### config.mk
export PLATFORM = sky130hd
export DESIGN_NAME = adxl355_seq_ctrl
export DESIGN_NICKNAME = d
export VERILOG_FILES = /design/src/rtl/adxl355_seq_ctrl.sv
export SDC_FILE = /design/constraint.sdc
export NUM_CORES = 1
export LEC_CHECK = 0
export BUFFER_PORTS_ARGS = -buffer_cell sky130_fd_sc_hd__buf_4
export CELL_PAD_IN_SITES_DETAIL_PLACEMENT = 0
export CELL_PAD_IN_SITES_GLOBAL_PLACEMENT = 2
export CORE_ASPECT_RATIO = 1.25
export CORE_MARGIN = 2
export CORE_UTILIZATION = 34
export CTS_CLUSTER_DIAMETER = 60
export DETAILED_ROUTE_END_ITERATION = 16
export PLACE_DENSITY_LB_ADDON = 0.05
export SLEW_MARGIN = 20
export SYNTH_ARGS = -nofsm -noshare
export SYNTH_HDL_FRONTEND = slang
export SYNTH_SLANG_ARGS = --single-unit
### constraint.sdc
create_clock -name clk -period 3.05 [get_ports clk]
set_clock_uncertainty 0.15 [all_clocks]
set_input_delay 0.61 -clock clk [delete_from_list [all_inputs] [get_ports clk]]
set_output_delay 0.61 -clock clk [all_outputs]
set_load 0.05 [all_outputs]
### src/rtl/adxl355_seq_ctrl.sv
// adxl355_seq_ctrl: sits in front of spi_master. After enable it writes RANGE
// and POWER_CTL once, then burst-reads the nine XDATA3..ZDATA1 bytes on every
// sample tick and presents signed 20-bit X/Y/Z with a one-cycle strobe.
//
// state       | meaning
// ------------+---------------------------------------------------------
// S_IDLE      | cs high, waiting for enable
// S_WR_RANGE  | cs low, writing RANGE_VAL to 0x2C
// S_GAP_RANGE | cs high gap after the RANGE write
// S_WR_PWR    | cs low, writing 0x00 to POWER_CTL (0x2D)
// S_GAP_PWR   | cs high gap after the POWER_CTL write
// S_WAIT      | cs high, waiting for a sample tick or a pending tick
// S_RD_BURST  | cs low, reading 9 bytes starting at 0x08
// S_GAP_RD    | cs high gap after a burst (completed or aborted)
module adxl355_seq_ctrl #(
  parameter int         BIT_CLKS   = 40,
  parameter int         CS_GAP     = 80,
  parameter int         SAMPLE_DIV = 25000,
  parameter int         RD_TIMEOUT = 4000,
  parameter logic [7:0] RANGE_VAL  = 8'h01
) (
  input  logic        clk,
  input  logic        rst_n,
  input  logic        enable,
  output logic        spi_cs_n,
  output logic        spi_wr_rd,
  output logic [6:0]  spi_addr,
  output logic [7:0]  spi_wdata,
  input  logic        spi_rd_vld,
  input  logic [7:0]  spi_rd_data,
  output logic [19:0] x_data,
  output logic [19:0] y_data,
  output logic [19:0] z_data,
  output logic        sample_vld,
  output logic        init_done,
  output logic        busy,
  output logic        err_timeout,
  output logic        sample_overrun
);

  localparam int TMR_W  = 16;
  localparam int TICK_W = $clog2(SAMPLE_DIV);

  localparam logic [TMR_W-1:0]  WR_LOAD   = TMR_W'(16 * BIT_CLKS - 1);
  localparam logic [TMR_W-1:0]  GAP_LOAD  = TMR_W'(CS_GAP - 1);
  localparam logic [TMR_W-1:0]  RD_LOAD   = TMR_W'(RD_TIMEOUT - 1);
  localparam logic [TICK_W-1:0] TICK_LOAD = TICK_W'(SAMPLE_DIV - 1);

  typedef enum logic [2:0] {
    S_IDLE, S_WR_RANGE, S_GAP_RANGE, S_WR_PWR,
    S_GAP_PWR, S_WAIT, S_RD_BURST, S_GAP_RD
  } state_t;

  state_t state, state_nxt;

  logic [TMR_W-1:0]  timer, tmr_load;
  logic              tmr_zero;
  logic [TICK_W-1:0] tick_cnt;
  logic              tick;
  logic              pending;
  logic [3:0]        byte_cnt;
  logic              last_byte;
  logic [19:0]       x_buf, y_buf;
  logic [15:0]       z_buf;

  assign tmr_zero  = (timer == '0);
  assign tick      = init_done && (tick_cnt == '0);
  assign last_byte = (state == S_RD_BURST) && spi_rd_vld && (byte_cnt == 4'd8);

  // State register
  always_ff @(posedge clk) begin
    if (!rst_n) state <= S_IDLE;
    else        state <= state_nxt;
  end

  // Next-state logic; enable is only looked at where a gap or wait ends
  always_comb begin
    state_nxt = state;
    case (state)
      S_IDLE:      if (enable) state_nxt = S_WR_RANGE;
      S_WR_RANGE:  if (tmr_zero) state_nxt = S_GAP_RANGE;
      S_GAP_RANGE: if (tmr_zero) state_nxt = enable ? S_WR_PWR : S_IDLE;
      S_WR_PWR:    if (tmr_zero) state_nxt = S_GAP_PWR;
      S_GAP_PWR:   if (tmr_zero) state_nxt = enable ? S_WAIT : S_IDLE;
      S_WAIT: begin
        if (!enable)             state_nxt = S_IDLE;
        else if (tick || pending) state_nxt = S_RD_BURST;
      end
      S_RD_BURST:  if (last_byte || tmr_zero) state_nxt = S_GAP_RD;
      S_GAP_RD:    if (tmr_zero) state_nxt = enable ? S_WAIT : S_IDLE;
      default:     state_nxt = S_IDLE;
    endcase
  end

  // SPI master inputs decoded from the state so they hold for all of cs low
  always_comb begin
    spi_cs_n  = 1'b1;
    spi_wr_rd = 1'b0;
    spi_addr  = 7'h00;
    spi_wdata = 8'h00;
    busy      = 1'b0;
    case (state)
      S_WR_RANGE: begin
        spi_cs_n  = 1'b0;
        spi_addr  = 7'h2C;
        spi_wdata = RANGE_VAL;
        busy      = 1'b1;
      end
      S_WR_PWR: begin
        spi_cs_n  = 1'b0;
        spi_addr  = 7'h2D;
        busy      = 1'b1;
      end
      S_RD_BURST: begin
        spi_cs_n  = 1'b0;
        spi_wr_rd = 1'b1;
        spi_addr  = 7'h08;
        busy      = 1'b1;
      end
      default: ;
    endcase
  end

  // Per-state dwell time loaded when a state is entered
  always_comb begin
    tmr_load = '0;
    case (state_nxt)
      S_WR_RANGE, S_WR_PWR:            tmr_load = WR_LOAD;
      S_GAP_RANGE, S_GAP_PWR, S_GAP_RD: tmr_load = GAP_LOAD;
      S_RD_BURST:                      tmr_load = RD_LOAD;
      default:                         tmr_load = '0;
    endcase
  end

  // State dwell down-counter
  always_ff @(posedge clk) begin
    if (!rst_n)                  timer <= '0;
    else if (state_nxt != state) timer <= tmr_load;
    else if (!tmr_zero)          timer <= timer - 1'b1;
  end

  // Sample-rate down-counter, runs only once the sensor is configured
  always_ff @(posedge clk) begin
    if (!rst_n)                tick_cnt <= TICK_LOAD;
    else if (!init_done)       tick_cnt <= TICK_LOAD;
    else if (tick_cnt == '0)   tick_cnt <= TICK_LOAD;
    else                       tick_cnt <= tick_cnt - 1'b1;
  end

  // One-deep pending tick; a tick that finds it already set is an overrun
  always_ff @(posedge clk) begin
    if (!rst_n) begin
      pending        <= 1'b0;
      sample_overrun <= 1'b0;
    end else begin
      sample_overrun <= tick && pending;
      if (state_nxt == S_IDLE)
        pending <= 1'b0;
      else if (state == S_WAIT && state_nxt == S_RD_BURST)
        pending <= 1'b0;
      else if (tick)
        pending <= 1'b1;
    end
  end

  // init_done: set leaving the POWER_CTL write, cleared on the way back to idle
  always_ff @(posedge clk) begin
    if (!rst_n)                          init_done <= 1'b0;
    else if (state_nxt == S_IDLE)        init_done <= 1'b0;
    else if (state == S_WR_PWR && tmr_zero) init_done <= 1'b1;
  end

  // Byte capture and sample assembly; outputs move only on a complete burst
  always_ff @(posedge clk) begin
    if (!rst_n) begin
      byte_cnt    <= '0;
      x_buf       <= '0;
      y_buf       <= '0;
      z_buf       <= '0;
      x_data      <= '0;
      y_data      <= '0;
      z_data      <= '0;
      sample_vld  <= 1'b0;
      err_timeout <= 1'b0;
    end else begin
      sample_vld  <= 1'b0;
      err_timeout <= (state == S_RD_BURST) && tmr_zero && !last_byte;
      if (state != S_RD_BURST) begin
        byte_cnt <= '0;
      end else if (spi_rd_vld) begin
        byte_cnt <= byte_cnt + 4'd1;
        case (byte_cnt)
          4'd0: x_buf[19:12] <= spi_rd_data;
          4'd1: x_buf[11:4]  <= spi_rd_data;
          4'd2: x_buf[3:0]   <= spi_rd_data[7:4];
          4'd3: y_buf[19:12] <= spi_rd_data;
          4'd4: y_buf[11:4]  <= spi_rd_data;
          4'd5: y_buf[3:0]   <= spi_rd_data[7:4];
          4'd6: z_buf[15:8]  <= spi_rd_data;
          4'd7: z_buf[7:0]   <= spi_rd_data;
          default: begin
            x_data     <= x_buf;
            y_data     <= y_buf;
            z_data     <= {z_buf, spi_rd_data[7:4]};
            sample_vld <= 1'b1;
          end
        endcase
      end
    end
  end

endmodule

-- Yosys cells after proc, flatten, opt, wreduce, memory -nomap -nowiden
Index checks and enable logic that the tools add are counted.
- register bits after elaboration: 159
- bits of input ports: 12
- output and inout port bits: 82
- logic and storage cells: 107
- add/subtract/negate cells: 3
- equality and inequality tests: 24
- mux-type cells: 20
- bitwise gates (word level): 5
- reductions and logical operators: 35
- operators with widths (operator ; number):
    12-bit one-hot mux with 3 select lines ; 1
    16-bit two-way mux ; 2
    3-bit two-way mux ; 9
    3-bit AND reduction ; 9
    3-bit == test (second input constant) ; 7
    3-bit one-hot mux with 7 select lines ; 1
    6-bit one-hot mux with 3 select lines ; 1
    4-bit by 3-bit == test with 1-bit output (second input constant) ; 4
    16-bit zero test ; 1
    16-bit by 1-bit subtractor with 16-bit output (second input constant) ; 1
    15-bit zero test ; 1
    3-bit OR reduction ; 5
    15-bit by 1-bit subtractor with 15-bit output (second input constant) ; 1
    3-bit by 2-bit == test with 1-bit output (second input constant) ; 4
    4-bit by 2-bit == test with 1-bit output (second input constant) ; 2
    1-bit logical AND ; 8
    2-bit OR reduction ; 4
    8-bit OR reduction ; 1
    3-bit by 1-bit == test with 1-bit output (second input constant) ; 2
    3-bit zero test ; 2
    1-bit two-way mux ; 5
    1-bit NOT ; 5
    4-bit by 1-bit adder with 4-bit output (second input constant) ; 1
    4-bit by 1-bit == test with 1-bit output (second input constant) ; 1
    other kinds (8) ; 9

-- Longest topological paths before layout
- depth in word-level cells: 10
- mapped depth: 10
- depth with buffers taken out: 8

-- Least setup slack after synthesis
No wires, ideal clock.
- kind: flip-flop to output port
- start: register state[1]
- end: output port busy
- arrival time: 2.208 ns
- required time: 2.290 ns
- path slack: 0.082 ns
- stages on the path, launching flop included: 6
- path buffers: 1
- cell sequence: dfxtp_1 clkbuf_1 nor2b_1 and2_1 nor2_1 inv_1
- word-level cells in the longest chain between the ends: 3
- elaborated cells on any way between the ends: 5
- classes of those cells: eq/ne: 3; mux: 1; reduce/logical: 1
- ends and longest elaborated chain (element ; line ; source):
    start: declaration ; 54 ; state_t state, state_nxt;
    start signal: assignment ; 73 ; else state <= state_nxt;
    3-bit == test (tied with other cells) ; 102 ; case (state)
    3-bit OR reduction (no line) (*) ; -- ;
    1-bit two-way mux (*) ; 102 ;
    end: declaration ; 36 ; output logic busy,
Every way passes the cells marked *; elsewhere a longest branch is shown, timed or not.

-- Worst setup path in the final report
- start: register timer[0]
- end: register pending
- word-level cells in the longest chain between the ends: 7
- elaborated cells on any way between the ends: 12
- classes of those cells: eq/ne: 1; mux: 6; reduce/logical: 5
- ends and longest elaborated chain (element ; line ; source):
    start: declaration ; 56 ; logic [TMR_W-1:0] timer, tmr_load;
    start signal: assignment ; 138 ; else if (state_nxt != state) timer <= tmr_load;
    start signal: assignment ; 139 ; else if (!tmr_zero) timer <= timer - 1'b1;
    16-bit zero test (*) ; 66 ; assign tmr_zero = (timer == '0);
    1-bit logical OR ; 89 ; S_RD_BURST: if (last_byte || tmr_zero) state_nxt = S_GAP_RD;
    3-bit two-way mux ; 89 ;
    3-bit one-hot mux with 7 select lines (*) ; 79 ; case (state)
    3-bit == test ; 159 ; else if (state == S_WAIT && state_nxt == S_RD_BURST)
    1-bit logical AND ; 159 ;
    3-bit OR reduction (no line) (*) ; -- ;
    end signal: assignment ; 158 ; pending <= 1'b0;
    end signal: assignment ; 160 ; pending <= 1'b0;
    end signal: assignment ; 162 ; pending <= 1'b1;
    end: declaration ; 60 ; logic pending;
Marks and branches as above.
A chain may end at the register's enable or synchronous reset.

==> impl_results.md <==
* Status: completed
* Clk pwr share at 41.2%
* Initial antenna violation count at 0
* Number of global-route vias before repair at 5308
* Crit Path Class: reg -> reg
* Final Max Tran Viols at 0
* Worst r2r src: timer[0]$_SDFFE_PN0P_
* Top cells by count, synth: nand2_1, dfxtp_1, a21boi_0
* Critical path launch point type: flop
* # diodes at 0
* Mean Syn Cell Area at 8.355 um2
* Area growth syn-to-layout at 23.47%
* RSZ-0062 raised after global routing: no
* Final setup TNS at 0 ns
* Pwr/cell area at 668.8 nW/um2
* Root Driver: clkbuf_16
* CTS tree: built
* Detailed-route wire length at 16.59 mm
* Pre-CTS setup slack at 0.07729 ns
* Synth area leaders: dfxtp_1, nand2_1, a21boi_0, clkbuf_1, nand3_1
* Share of cells above drive strength 1 at 16.76%
* Worst relative slew slack at 57.26%
* HPWL Detailed at 11.32 mm
* Initial DRC count at 253
* Worst-Skew Late Latency at 0.42 ns
* Max Cap Viol at 0
* I/O pin count at 94
* HP Start: tick_cnt[0]$_SDFF_PP1_
* P_int at 0.003998 W
* Synth Flop Type: dfxtp_1
* Worst setup EP type: flop
* Final Net Count at 896
* Worst Path Arrival at 3.03 ns
* Pleak at 3.035 nW
* Sequential Power Share at 40.5%
* Die area at 20910 um2
* CTS clock-pin slew for the worst setup and hold paths at 0.07 ns
* P_sw at 0.001549 W
* Met2 usage at 28.08%
* Yosys top cell area share at 47.38%
* Largest net degree at the start of global routing at 88
* Final setup violation count at 0
* R2R depth at 9
* Peak supply drop at 0.0004200 V
* Sw frac at 27.93%
* Post-route DRC at 0
* Routability cong. at 0.8019
* Hold EP: tick_cnt[0]$_SDFF_PP1_
* Seq cells post-synth at 159
* Synth warn at 0
* Slew @ Worst Pin at 0.6352 ns
* Drt pass-1 iters at 4
* Clock Sink Count at 159
* H-Tree Depth at 4
* Setup WS post-layout at 0.1806 ns
* Number of flops mapped to enable cells by yosys at 0
* F_max at 0.3485 GHz
* Grt total ovfl at 0
* Type of the worst min-delay path: reg -> reg
* Synthesized area at 6718 um2
* Grt met1 use at 20.35%
* FFs w/ async S/R, synth at 0%
* R2R Setup Slk at 0.18 ns
* CTS buffer count at 17
* CP Max Fanout at 5
* Cell count after synthesis at 804
* Worst R2R End: pending$_SDFFE_PP0P_
* Data required, critical path at 3.21 ns
* ANT nets after route at 0
* Final Hold Vio Count at 0
* Distinct cells, synth at 52
* Logic pwr share at 18.3%
* First-pass GRT wire length at 27.08 mm
* Synth area leader: dfxtp_1
* Die width at 129.7 um
* Post-synthesis sequential area ratio at 47.38%
* Row count at 57
* Hold depth at 1
* Fin crit period at 2.869 ns
* Met3 GRT Util at 3.909%
* Vias per cell at 4.751
* GRT Total Usage at 16.40%
* Port bufs at 83
* Die height at 161.2 um
* Area of the core at 19400 um2
* Maximum clock path buffer count at 2
* Fin crit share at 94.08%
* Initial Utilization at 34.63%
* Total number of vias at 5483
* Most Used Layer, Global Route: met2
* Top-count cell post-synth: nand2_1
* Routed length per instance at 14.37 um
worst max-delay path by stage:
stage / startpoint / end / depth (start not counted)
after floorplan: state[1]$_SDFF_PN0_ / busy / 5
after global placement: timer[0]$_SDFFE_PN0P_ / pending$_SDFFE_PP0P_ / 8
after detailed placement: timer[0]$_SDFFE_PN0P_ / pending$_SDFFE_PP0P_ / 8
after CTS: timer[0]$_SDFFE_PN0P_ / pending$_SDFFE_PP0P_ / 8
after global routing: timer[0]$_SDFFE_PN0P_ / pending$_SDFFE_PP0P_ / 9
final: timer[0]$_SDFFE_PN0P_ / pending$_SDFFE_PP0P_ / 9
registers in the layout (all words and copies together) (netlist names):
name	flops
pending	1
sample_vld	1
y_buf	20
byte_cnt	4
timer	16
z_buf	16
tick_cnt	15
x_data	20
y_data	20
x_buf	20
state	3
sample_overrun	1
err_timeout	1
init_done	1
z_data	20
worst max-delay path: stages, from the launching register on:
cell     delay, ns
dfxtp_1       0.32
inv_1         0.14
ha_1          0.16
nor3b_1       0.34
nand4_2       0.21
buf_4         0.22
o21a_1        0.17
a211o_1       0.28
or4_1         0.55
and4b_1       0.22
timing repair:
action | 4_1_cts | 5_1_grt
hold buffers | 0 | 0
gates resized for setup | 0 | 1
buffers inserted | 0 | 4
setup endpoints to repair | 0 | 8
area by class of cell:
cell class,instances,area (um2)
fill,2007,11100
multi-input combinational,580,3272
sequential,159,3183
timing repair buffer,107,828.3
clock buffer,19,452.9
tap,265,331.6
clock inverter,13,185.2
inverter,11,41.29
per-stage QoR:
step	power (W)	cells	utilization, %	instance area, um2	hold slack (ns)
after floorplan	0.003045	813	-	6751	0.2351
after global placement	0.003278	1118	39.28	7620	0.2426
after detailed placement	0.003271	1118	39.28	7620	0.2639
after CTS	0.005577	1150	42.57	8258	0.2755
after global routing	0.005823	1154	42.76	8294	0.3049
final	0.005547	1154	42.76	8294	0.2781
routing by layer:
metal | routed length (um) | vias to the layer above | share of wire, %
met1 | 7633 | 2546 | 46
met5 | 0 | - | 0
met2 | 8086 | 104 | 49
met4 | 205 | 0 | 1.2
met3 | 661 | 19 | 4.0
li1 | - | 2814 | -
power groups by stage:
stage | Combinational, W | Clock [W] | Sequential (W)
final | 0.00102 | 0.00228 | 0.00225
after floorplan | 0.000781 | 0 | 0.00226
after detailed placement | 0.000978 | 0 | 0.00229
after global placement | 0.000988 | 0 | 0.00229
after global routing | 0.00112 | 0.00245 | 0.00226
after CTS | 0.000986 | 0.00234 | 0.00225
placed cells by master, fill, tap and decap left out, drive strengths merged, types with 8 or more instances in the layout:
| cell | n |
|---|---|
| xnor2 | 16 |
| nor4 | 9 |
| nor3 | 11 |
| nand2 | 230 |
| o21ai | 15 |
| a21oi | 10 |
| clkbuf | 19 |
| nand3 | 38 |
| xor2 | 10 |
| inv | 12 |
| a21boi | 113 |
| conb | 10 |
| nor2 | 35 |
| ha | 8 |
| buf | 107 |
| and2 | 10 |
| dfxtp | 159 |
logic make-up after synthesis:
| logic type | after synthesis | share of synthesized area (%) |
|---|---|---|
| muxes | 6 | 0.8941 |
| DFF | 159 | 47.38 |
| AOI/OAI and AO/OA | 162 | 17.43 |
| and+or+nand+nor | 368 | 24.49 |
| other | 1 | 0.05582 |
| adders and majority gates | 8 | 1.490 |
| xor gates and xnor gates | 26 | 3.390 |
| buffers and inverters | 74 | 4.861 |
No activity file was read; power rests on OpenSTA's default activity.
